--- src/rtl/ram_fifo_ctrl.sv ---
// Valid/ready FIFO controller driving an external RAM (sync write, async read).
// Define RAM_FIFO_CTRL_OUTREG_EN to add a one-entry registered output stage.
module ram_fifo_ctrl #(
    parameter int AWIDTH = 4,
    parameter int DWIDTH = 8
) (
    input  logic              clk,
    input  logic              rst,
    input  logic              s_valid,
    output logic              s_ready,
    input  logic [DWIDTH-1:0] s_data,
    output logic              m_valid,
    input  logic              m_ready,
    output logic [DWIDTH-1:0] m_data,
    output logic [AWIDTH+1:0] count,
    output logic              full,
    output logic              empty,
    output logic              ram_we,
    output logic [AWIDTH-1:0] ram_waddr,
    output logic [DWIDTH-1:0] ram_wdata,
    output logic              ram_re,
    output logic [AWIDTH-1:0] ram_raddr,
    input  logic [DWIDTH-1:0] ram_rdata
);

    localparam logic [AWIDTH:0]   PTR_ONE = 1;
    localparam logic [AWIDTH+1:0] CNT_ONE = 1;

    logic [AWIDTH:0]   wr_ptr;
    logic [AWIDTH:0]   rd_ptr;
    logic [AWIDTH+1:0] count_q;
    logic              ram_empty;
    logic              ram_full;
    logic              push;
    logic              pop;
    logic              rd_adv;

    assign ram_empty = (wr_ptr == rd_ptr);
    assign ram_full  = (wr_ptr[AWIDTH-1:0] == rd_ptr[AWIDTH-1:0]) &&
                       (wr_ptr[AWIDTH] != rd_ptr[AWIDTH]);

    // No full pass-through: space only opens on the cycle after a pop.
    assign s_ready   = ~ram_full;
    assign full      = ram_full;
    assign push      = s_valid & s_ready;

    assign ram_we    = push;
    assign ram_waddr = wr_ptr[AWIDTH-1:0];
    assign ram_wdata = s_data;
    assign ram_re    = ~ram_empty;
    assign ram_raddr = rd_ptr[AWIDTH-1:0];

    assign count     = count_q;
    assign empty     = (count_q == '0);

`ifdef RAM_FIFO_CTRL_OUTREG_EN
    logic [DWIDTH-1:0] oreg;
    logic              oreg_valid;

    assign m_valid = oreg_valid;
    assign m_data  = oreg;
    assign pop     = oreg_valid & m_ready;
    // Refill the output stage whenever it is free or being drained this cycle.
    assign rd_adv  = ~ram_empty & (~oreg_valid | pop);

    always_ff @(posedge clk) begin
        if (rst) begin
            oreg       <= '0;
            oreg_valid <= 1'b0;
        end else if (rd_adv) begin
            oreg       <= ram_rdata;
            oreg_valid <= 1'b1;
        end else if (pop) begin
            oreg_valid <= 1'b0;
        end
    end
`else
    assign m_valid = ~ram_empty;
    assign m_data  = ram_rdata;
    assign pop     = m_valid & m_ready;
    assign rd_adv  = pop;
`endif

    always_ff @(posedge clk) begin
        if (rst) begin
            wr_ptr  <= '0;
            rd_ptr  <= '0;
            count_q <= '0;
        end else begin
            if (push) begin
                wr_ptr <= wr_ptr + PTR_ONE;
            end
            if (rd_adv) begin
                rd_ptr <= rd_ptr + PTR_ONE;
            end
            case ({push, pop})
                2'b10:   count_q <= count_q + CNT_ONE;
                2'b01:   count_q <= count_q - CNT_ONE;
                default: count_q <= count_q;
            endcase
        end
    end

endmodule

--- config.mk ---
export PLATFORM = sky130hd
export DESIGN_NAME = ram_fifo_ctrl
export DESIGN_NICKNAME = d
export VERILOG_FILES = /design/src/rtl/ram_fifo_ctrl.sv
export SDC_FILE = /design/constraint.sdc
export NUM_CORES = 1
export LEC_CHECK = 0
export ABC_AREA = 1
export BUFFER_PORTS_ARGS = -buffer_cell sky130_fd_sc_hd__buf_2
export CORE_ASPECT_RATIO = 1.75
export CORE_MARGIN = 4
export CORE_UTILIZATION = 30
export CTS_BUF_LIST = sky130_fd_sc_hd__clkbuf_8
export CTS_CLUSTER_SIZE = 30
export DETAILED_ROUTE_END_ITERATION = 12
export SYNTH_ARGS = -nofsm -noshare
export SYNTH_HDL_FRONTEND = slang
export SYNTH_SLANG_ARGS = --single-unit
--- constraint.sdc ---
create_clock -name clk -period 6 [get_ports clk]
set_input_delay 1.5 -clock clk [delete_from_list [all_inputs] [get_ports clk]]
set_output_delay 1.5 -clock clk [all_outputs]
set_load 0.01 [all_outputs]
; Word-level counts from Yosys, hierarchy flattened
; Index checks and enable logic that the tools add are counted.
[totals]
register_bits = 16
inputBits = 20
out_inout_bits = 36
elab_cells = 20
[classes]
addsub = 4
eq_ne = 5
muxes = 1
bitwise = 4
n_reduce_logical = 3
[op_table]
columns = operator, n
row1 = $pmux 6 s2, 1
row2 = $add 5x1->5 const B, 2
row3 = $add 6x1->6 const B, 1
row4 = $logic_not 6->1, 1
row5 = $sub 6x1->6 const B, 1
row6 = $eq 5x5->1, 1
row7 = $eq 4x4->1, 1
row8 = $and 1x1->1, 2
row9 = $eq 2x1->1 const B, 1
row10 = $eq 2x2->1 const B, 1
row11 = $not 1->1, 2
row12 = $reduce_bool 2->1, 1
row13 = $logic_and 1x1->1, 1
row14 = $ne 1x1->1, 1

; Logic depth before layout (Yosys ltp)
; Gate-level depths: netlist of the first run.
[depth]
depth_word = 6
ltp_mapped = 17

; Worst setup path after synthesis of the first run
; Ideal clock, no wire load.
[synth_path]
path_type = input port to output port
from = input s_valid
to = output ram_we
arrival_time_ns = 1.628
required_time_ns = 4.500
path_slack_ns = 2.872
path_stages = 2
cell_sequence = nand2_4 > inv_2
[synth_between]
elab_chain_cells = 1
[synth_lines]
columns = item, line_no
row1 = "start, declared", 9  ; input logic s_valid,
row2 = $and 1x1->1, 45  ; assign push = s_valid & s_ready;
row3 = "end, declared", 18  ; output logic ram_we,
; Every way passes these cells.

; Final worst setup path of the first run
; Same ends and word-level chain as after synthesis.

==> results of run 1 <==
cell type report:
class | count | area (sq um) | area share, %
multi-input combinational | 108 | 697 | 52.7
inverter | 23 | 86.3 | 6.53
timing repair buffer | 23 | 115 | 8.71
clock buffer | 3 | 41.3 | 3.12
tap | 49 | 61.3 | 4.64
sequential | 16 | 320 | 24.2
where the power goes:
part	switching (mW)	leakage, nW	internal (mW)
registers	0.0187	0.131	0.120
clock network	0.0349	0.0216	0.0445
logic	0.0800	0.516	0.0559
total	0.134	0.669	0.221
per-stage QoR:
| step | setup WS [ns] | area (sq um) |
|---|---|---|
| 2_1_floorplan | 2.87 | 1290 |
| 3_3_place_gp | 2.58 | 1280 |
| 3_5_place_dp | 2.57 | 1280 |
| 4_1_cts | 2.57 | 1320 |
| 5_1_grt | 2.52 | 1320 |
| 6_report | 2.57 | 1320 |
kinds of logic (layout without fill, tap and decap cells):
logic type,Yosys count,in the layout,share of synthesized area [%]
compound gates,15,15,6.57
xor+xnor,11,11,8.02
fa+ha+maj,8,8,8.31
buf+inv,49,49,21.4
flops,16,16,24.7
simple gates,74,74,30.9
flip-flops by register name, indices dropped and copies added (netlist names):
signal and cells:
wr_ptr 5, rd_ptr 5, count 6
layer usage:
| layer | global-route usage, % | vias to the layer above |
|---|---|---|
| met5 | 0 | - |
| met4 | 6.96 | 0 |
| met3 | 2.19 | 6 |
| met2 | 20.1 | 15 |
| met1 | 10.0 | 460 |
| li1 | - | 516 |
critical path, cell delays in order:
cell	delay [ns]
sky130_fd_sc_hd__buf_2	0.16
sky130_fd_sc_hd__nand2_4	0.09
sky130_fd_sc_hd__inv_2	0.07
sky130_fd_sc_hd__buf_2	0.12
final timing paths:
path / startpoint / endpoint / slack, ns / depth (start not counted)
min: wr_ptr[3] / wr_ptr[3] / 0.51 / 2
max: s_valid / ram_we / 2.57 / 4
max reg2reg: rd_ptr[0] / count[5] / 3.46 / 16
min reg2reg: wr_ptr[3] / wr_ptr[3] / 0.51 / 2
cell usage in the layout (no fill, tap or decap), drive strengths merged, types with 2 or more instances in the layout:
cell type,instances
nor2,20
nand3b,2
clkbuf,3
nand2,32
xor2,8
ha,7
inv,23
a21oi,10
xnor2,3
buf,23
nand3,17
o21ai,4
dfxtp,16
==> metrics.txt, run 1 <==
Yosys warning total 0; largest area contributor in the synthesized netlist sky130_fd_sc_hd__dfxtp_1; startpoint kind of the worst setup timing path input pin; clk slew on worst S/H paths 0.06 ns; clock root buffer sky130_fd_sc_hd__clkbuf_8; part of the Yosys area used for sequential elements 24.7%; number of setup violations in the final report 0; Remaining DRCs 0; pin count of the biggest net entering global routing 13; buffers added on ports 23; static power due to leakage 0.669 nW; detailed-routed wire length on met3 128 um; nets 203; Area contributors post-synth sky130_fd_sc_hd__dfxtp_1 (25%), sky130_fd_sc_hd__buf_4 (14%), sky130_fd_sc_hd__nand2_1 (7.5%); power density over the cells 268 mW/mm^2; final critical-path share of the clock period 57.2%; CTS resizes 0; total wirelength of the detailed-routed design 2560 um; worst skew pair latency 0.25 ns; number of flops mapped to enable cells by yosys 0; DRC violation total after the first TritonRoute iteration 6; H-tree levels 1; IO Count 56; placed instance count 219; number of buffers added for setup after CTS 0; Post-CTS Hold Fix Bufs 0; share of Yosys cell area claimed by the top area cell type 24.7%; Total GRT Usage 10.7%; endpoints failing hold 0; total via count after detailed routing 997; Max Clock Freq 291 MHz; Cell Count, Final, Fillers Out 222; number of nets with antenna violations after routing 0; register bit count reported by yosys 16; GPL Wtd Cong 0.830; wire length of the first global-routing pass 4530 um; share of final-layout standard cells stronger than drive strength 1 26.0%; area added between synthesis and finish 2.03%; buffers from clock root to sink, at most 2; result of the run finished clean; die height 94.9 um; worst hold-check path type reg -> reg; data required time of the critical path 4.50 ns; setup repair after global routing missed its margin false; post-synthesis cell area 0.00129 sq mm; sum of negative setup slack 0 ns; met2 wire length 1420 um; slew of the pin with the lowest slew margin 0.300 ns; vias in the first global route 1,052; gr ovfl total 0; routed wire length per instance 11.5 um; CTS tree built; starting density of the core 31.2%; Clock Sink Count 16; uppermost layer routed met4; Setup Skew 0.00677 ns; capturing element type of the critical path output port; area of the core 0.00415 sq mm; HPWL after detailed placement 2070 um; chip width 57.7 um; Yosys cell types 25; worst slew slack as a fraction of its limit 80.0%; Total Die Area 0.00547 sq mm; critical path data arrival time 1.93 ns; wire length the detailed router placed on met1 946 um; final slew viol count 0; Mapped Nets 201; first-pass iteration count of the detailed router 2; number of buffers inserted during clock tree synthesis 3; row count 31; number of instances in the synthesized netlist 173; number of inserted filler cells in the final layout 454; syn_area_per_cell 7.49 sq um; number of inserted diodes 0; Util after Layout 31.8%; highest fanout seen on the critical path 6; Max rail drop VDD 0.000145 V; leading register cell type out of synthesis sky130_fd_sc_hd__dfxtp_1; library cell with the highest instance count after synthesis sky130_fd_sc_hd__nand2_1; Final Hold Slack 0.508 ns; initial antenna violation count 0; min Tclk post-route 3.43 ns; critical path class in -> out; Final Total Pwr 0.354 mW; Async SR Flop Fraction 0%; via count normalized by instance count 4.49; Maximum Capacitance Violations 0; Commonest cells post-synth sky130_fd_sc_hd__nand2_1 (26), sky130_fd_sc_hd__buf_4 (25), sky130_fd_sc_hd__inv_1 (18), sky130_fd_sc_hd__nor2_1 (18), sky130_fd_sc_hd__dfxtp_1 (16)
Power figures use the tool's default switching activity.
==> run 2, diff against run 1 <==
==> constraint.sdc (replaced) <==
create_clock -name clk -period 2.8 [get_ports clk]
set_input_delay 0.7 -clock clk [delete_from_list [all_inputs] [get_ports clk]]
set_output_delay 0.7 -clock clk [all_outputs]
set_load 0.01 [all_outputs]
==> metrics.txt, run 2 (synthesis results as in run 1) <==
Clock Sink Count 16 (unchanged); chip width 57.7 um (unchanged); clk slew on worst S/H paths 0.06 ns (about the same); first-pass iteration count of the detailed router 4 (was 2); slew of the pin with the lowest slew margin 0.281 ns (was 0.300 ns); Post-CTS Hold Fix Bufs 0 (unchanged); Max Clock Freq 397 MHz; Total Die Area 0.00547 sq mm (unchanged); Cell Count, Final, Fillers Out 226 (was 222); worst skew pair latency 0.24 ns (was 0.25 ns); share of final-layout standard cells stronger than drive strength 1 27.7% (was 26.0%); number of instances on the worst hold path 2 (unchanged); HPWL after detailed placement 2120 um (was 2070 um); wire length of the first global-routing pass 4500 um (was 4530 um); hold path start rd_ptr[3] (was wr_ptr[3]); die height 94.9 um (unchanged); number of buffers added for setup after CTS 0 (unchanged); vias in the first global route 1,016 (was 1,052); hold path endpoint rd_ptr[3] (was wr_ptr[3]); highest fanout seen on the critical path 8 (was 6); worst hold-check path type reg -> reg (unchanged); buffers from clock root to sink, at most 2 (unchanged); Total GRT Usage 10.4% (was 10.7%); most used cells in the layout excluding fill and tap cells sky130_fd_sc_hd__nand2_1 (26), sky130_fd_sc_hd__buf_2 (23), sky130_fd_sc_hd__inv_1 (18), sky130_fd_sc_hd__nor2_1 (18), sky130_fd_sc_hd__dfxtp_1 (16) (unchanged); DRC violation total after the first TritonRoute iteration 7 (was 6); placed instance count 222 (was 219); endpoints failing hold 0 (unchanged); Reg2Reg Setup Slack 0.28 ns (was 3.46 ns); area added between synthesis and finish 4.83% (was 2.03%); initial antenna violation count 0 (unchanged); area of the core 0.00415 sq mm (unchanged); most common cell after layout, fill and taps aside sky130_fd_sc_hd__nand2_1 (unchanged); Worst R2R End count[5] (unchanged); result of the run finished clean (unchanged); final slew viol count 0 (unchanged); capturing element type of the critical path flop (was output port); flip-flop count of the largest register, all copies and words added 6 (unchanged); total via count after detailed routing 994 (was 997); IO Count 56 (unchanged); critical path data arrival time 2.67 ns (was 1.93 ns); nets 206 (was 203); total wirelength of the detailed-routed design 2600 um (was 2560 um); number of setup violations in the final report 0 (unchanged); setup repair after global routing missed its margin false (unchanged); Maximum Capacitance Violations 0 (unchanged); GPL Wtd Cong 0.857 (was 0.830); power density over the cells 585 mW/mm^2 (was 268 mW/mm^2); sum of negative setup slack 0 ns (unchanged); worst slew slack as a fraction of its limit 81.3% (was 80.0%); routed wire length per instance 11.5 um (about the same); Max rail drop VDD 0.000296 V (was 0.000145 V); buffers added on ports 23 (unchanged); number of nets with antenna violations after routing 0 (unchanged); number of cells traversed by the worst register-to-register path 16 (unchanged); data required time of the critical path 2.95 ns (was 4.50 ns); pin count of the biggest net entering global routing 13 (unchanged); Remaining DRCs 0 (unchanged); CTS tree built (unchanged); CTS resizes 0 (unchanged); starting density of the core 31.2% (unchanged); via count normalized by instance count 4.40 (was 4.49); min Tclk post-route 2.52 ns; static power due to leakage 0.693 nW (was 0.669 nW); gr ovfl total 0 (unchanged); Setup Skew 0.00141 ns (was 0.00677 ns); clock root buffer sky130_fd_sc_hd__clkbuf_8 (unchanged); row count 31 (unchanged); number of buffers inserted during clock tree synthesis 3 (unchanged); critical path class reg -> reg (was in -> out); source of the worst register-to-register timing path rd_ptr[2] (was rd_ptr[0]); H-tree levels 1 (unchanged); number of inserted diodes 0 (unchanged); startpoint kind of the worst setup timing path flop (was input pin); final critical-path share of the clock period 90.0%
==> run 2: cell types whose count changed in the layout (fill, tap and decap cells not counted), sizes merged <==
| cell | delta |
|---|---|
| buf | +3 |
| clkbuf | +1 |
==> run 2: how the worst max path moves through the flow <==
| stage | from | endpoint | slack, ns | cells after the start |
|---|---|---|---|---|
| floorplan | rd_ptr[2] | count[5] | 0.49 | 16 |
| global placement | rd_ptr[2] | count[5] | 0.31 | 16 |
| detailed placement | rd_ptr[2] | count[5] | 0.28 | 16 |
| CTS | rd_ptr[2] | count[5] | 0.26 | 16 |
| global route | rd_ptr[2] | count[5] | 0.07 | 16 |
| finish | rd_ptr[2] | count[5] | 0.28 | 16 |
==> run 2: power by group <==
group          leakage (nW)  total (mW)  internal [mW]  switching (mW)
clock network        0.0288       0.203          0.125          0.0783
logic                 0.532       0.295          0.123           0.172
registers             0.131       0.296          0.257          0.0390
==> run 2: metrics by stage <==
| stage | worst slack [ns] | instance area (sq um) | hold slack (ns) | utilization (%) | power [mW] |
|---|---|---|---|---|---|
| after floorplan | 0.491 | 1290 | 0.478 | - | 0.544 |
| after global placement | 0.308 | 1300 | 0.522 | 31.4 | 0.598 |
| after detailed placement | 0.282 | 1300 | 0.518 | 31.4 | 0.601 |
| after CTS | 0.265 | 1360 | 0.528 | 32.7 | 0.809 |
| after global routing | 0.0677 | 1360 | 0.556 | 32.7 | 0.861 |
| final | 0.279 | 1360 | 0.523 | 32.7 | 0.794 |
==> run 2: layout make-up <==
| class | count | area [sq um] |
|---|---|---|
| clock buffer | 4 | 55.1 |
| fill | 461 | 2790 |
| timing repair buffer | 26 | 138 |
| sequential | 16 | 320 |
| inverter | 23 | 86.3 |
| multi-input combinational | 108 | 697 |
| tap | 49 | 61.3 |
==> run 2: worst max-delay path, stage by stage, from the launching register on <==
cell	delay, ns
sky130_fd_sc_hd__dfxtp_1	0.47
sky130_fd_sc_hd__inv_1	0.07
sky130_fd_sc_hd__nand2_1	0.07
sky130_fd_sc_hd__nand2_2	0.09
sky130_fd_sc_hd__nor2_8	0.14
sky130_fd_sc_hd__nand3_4	0.12
sky130_fd_sc_hd__nand2_4	0.10
sky130_fd_sc_hd__inv_2	0.05
sky130_fd_sc_hd__ha_1	0.28
sky130_fd_sc_hd__ha_1	0.35
sky130_fd_sc_hd__or2_2	0.30
sky130_fd_sc_hd__nand4_1	0.11
sky130_fd_sc_hd__nand2_1	0.06
sky130_fd_sc_hd__nand2_1	0.05
sky130_fd_sc_hd__nand3_1	0.06
sky130_fd_sc_hd__nand2_1	0.06
sky130_fd_sc_hd__inv_1	0.03
==> run 2: per-layer routing <==
metal	GRT usage [%]	vias up	wire length, um
met3	1.92	4	126
met5	0	-	0
met1	10.2	452	949
li1	-	525	-
met4	4.84	0	47
met2	20.1	13	1480
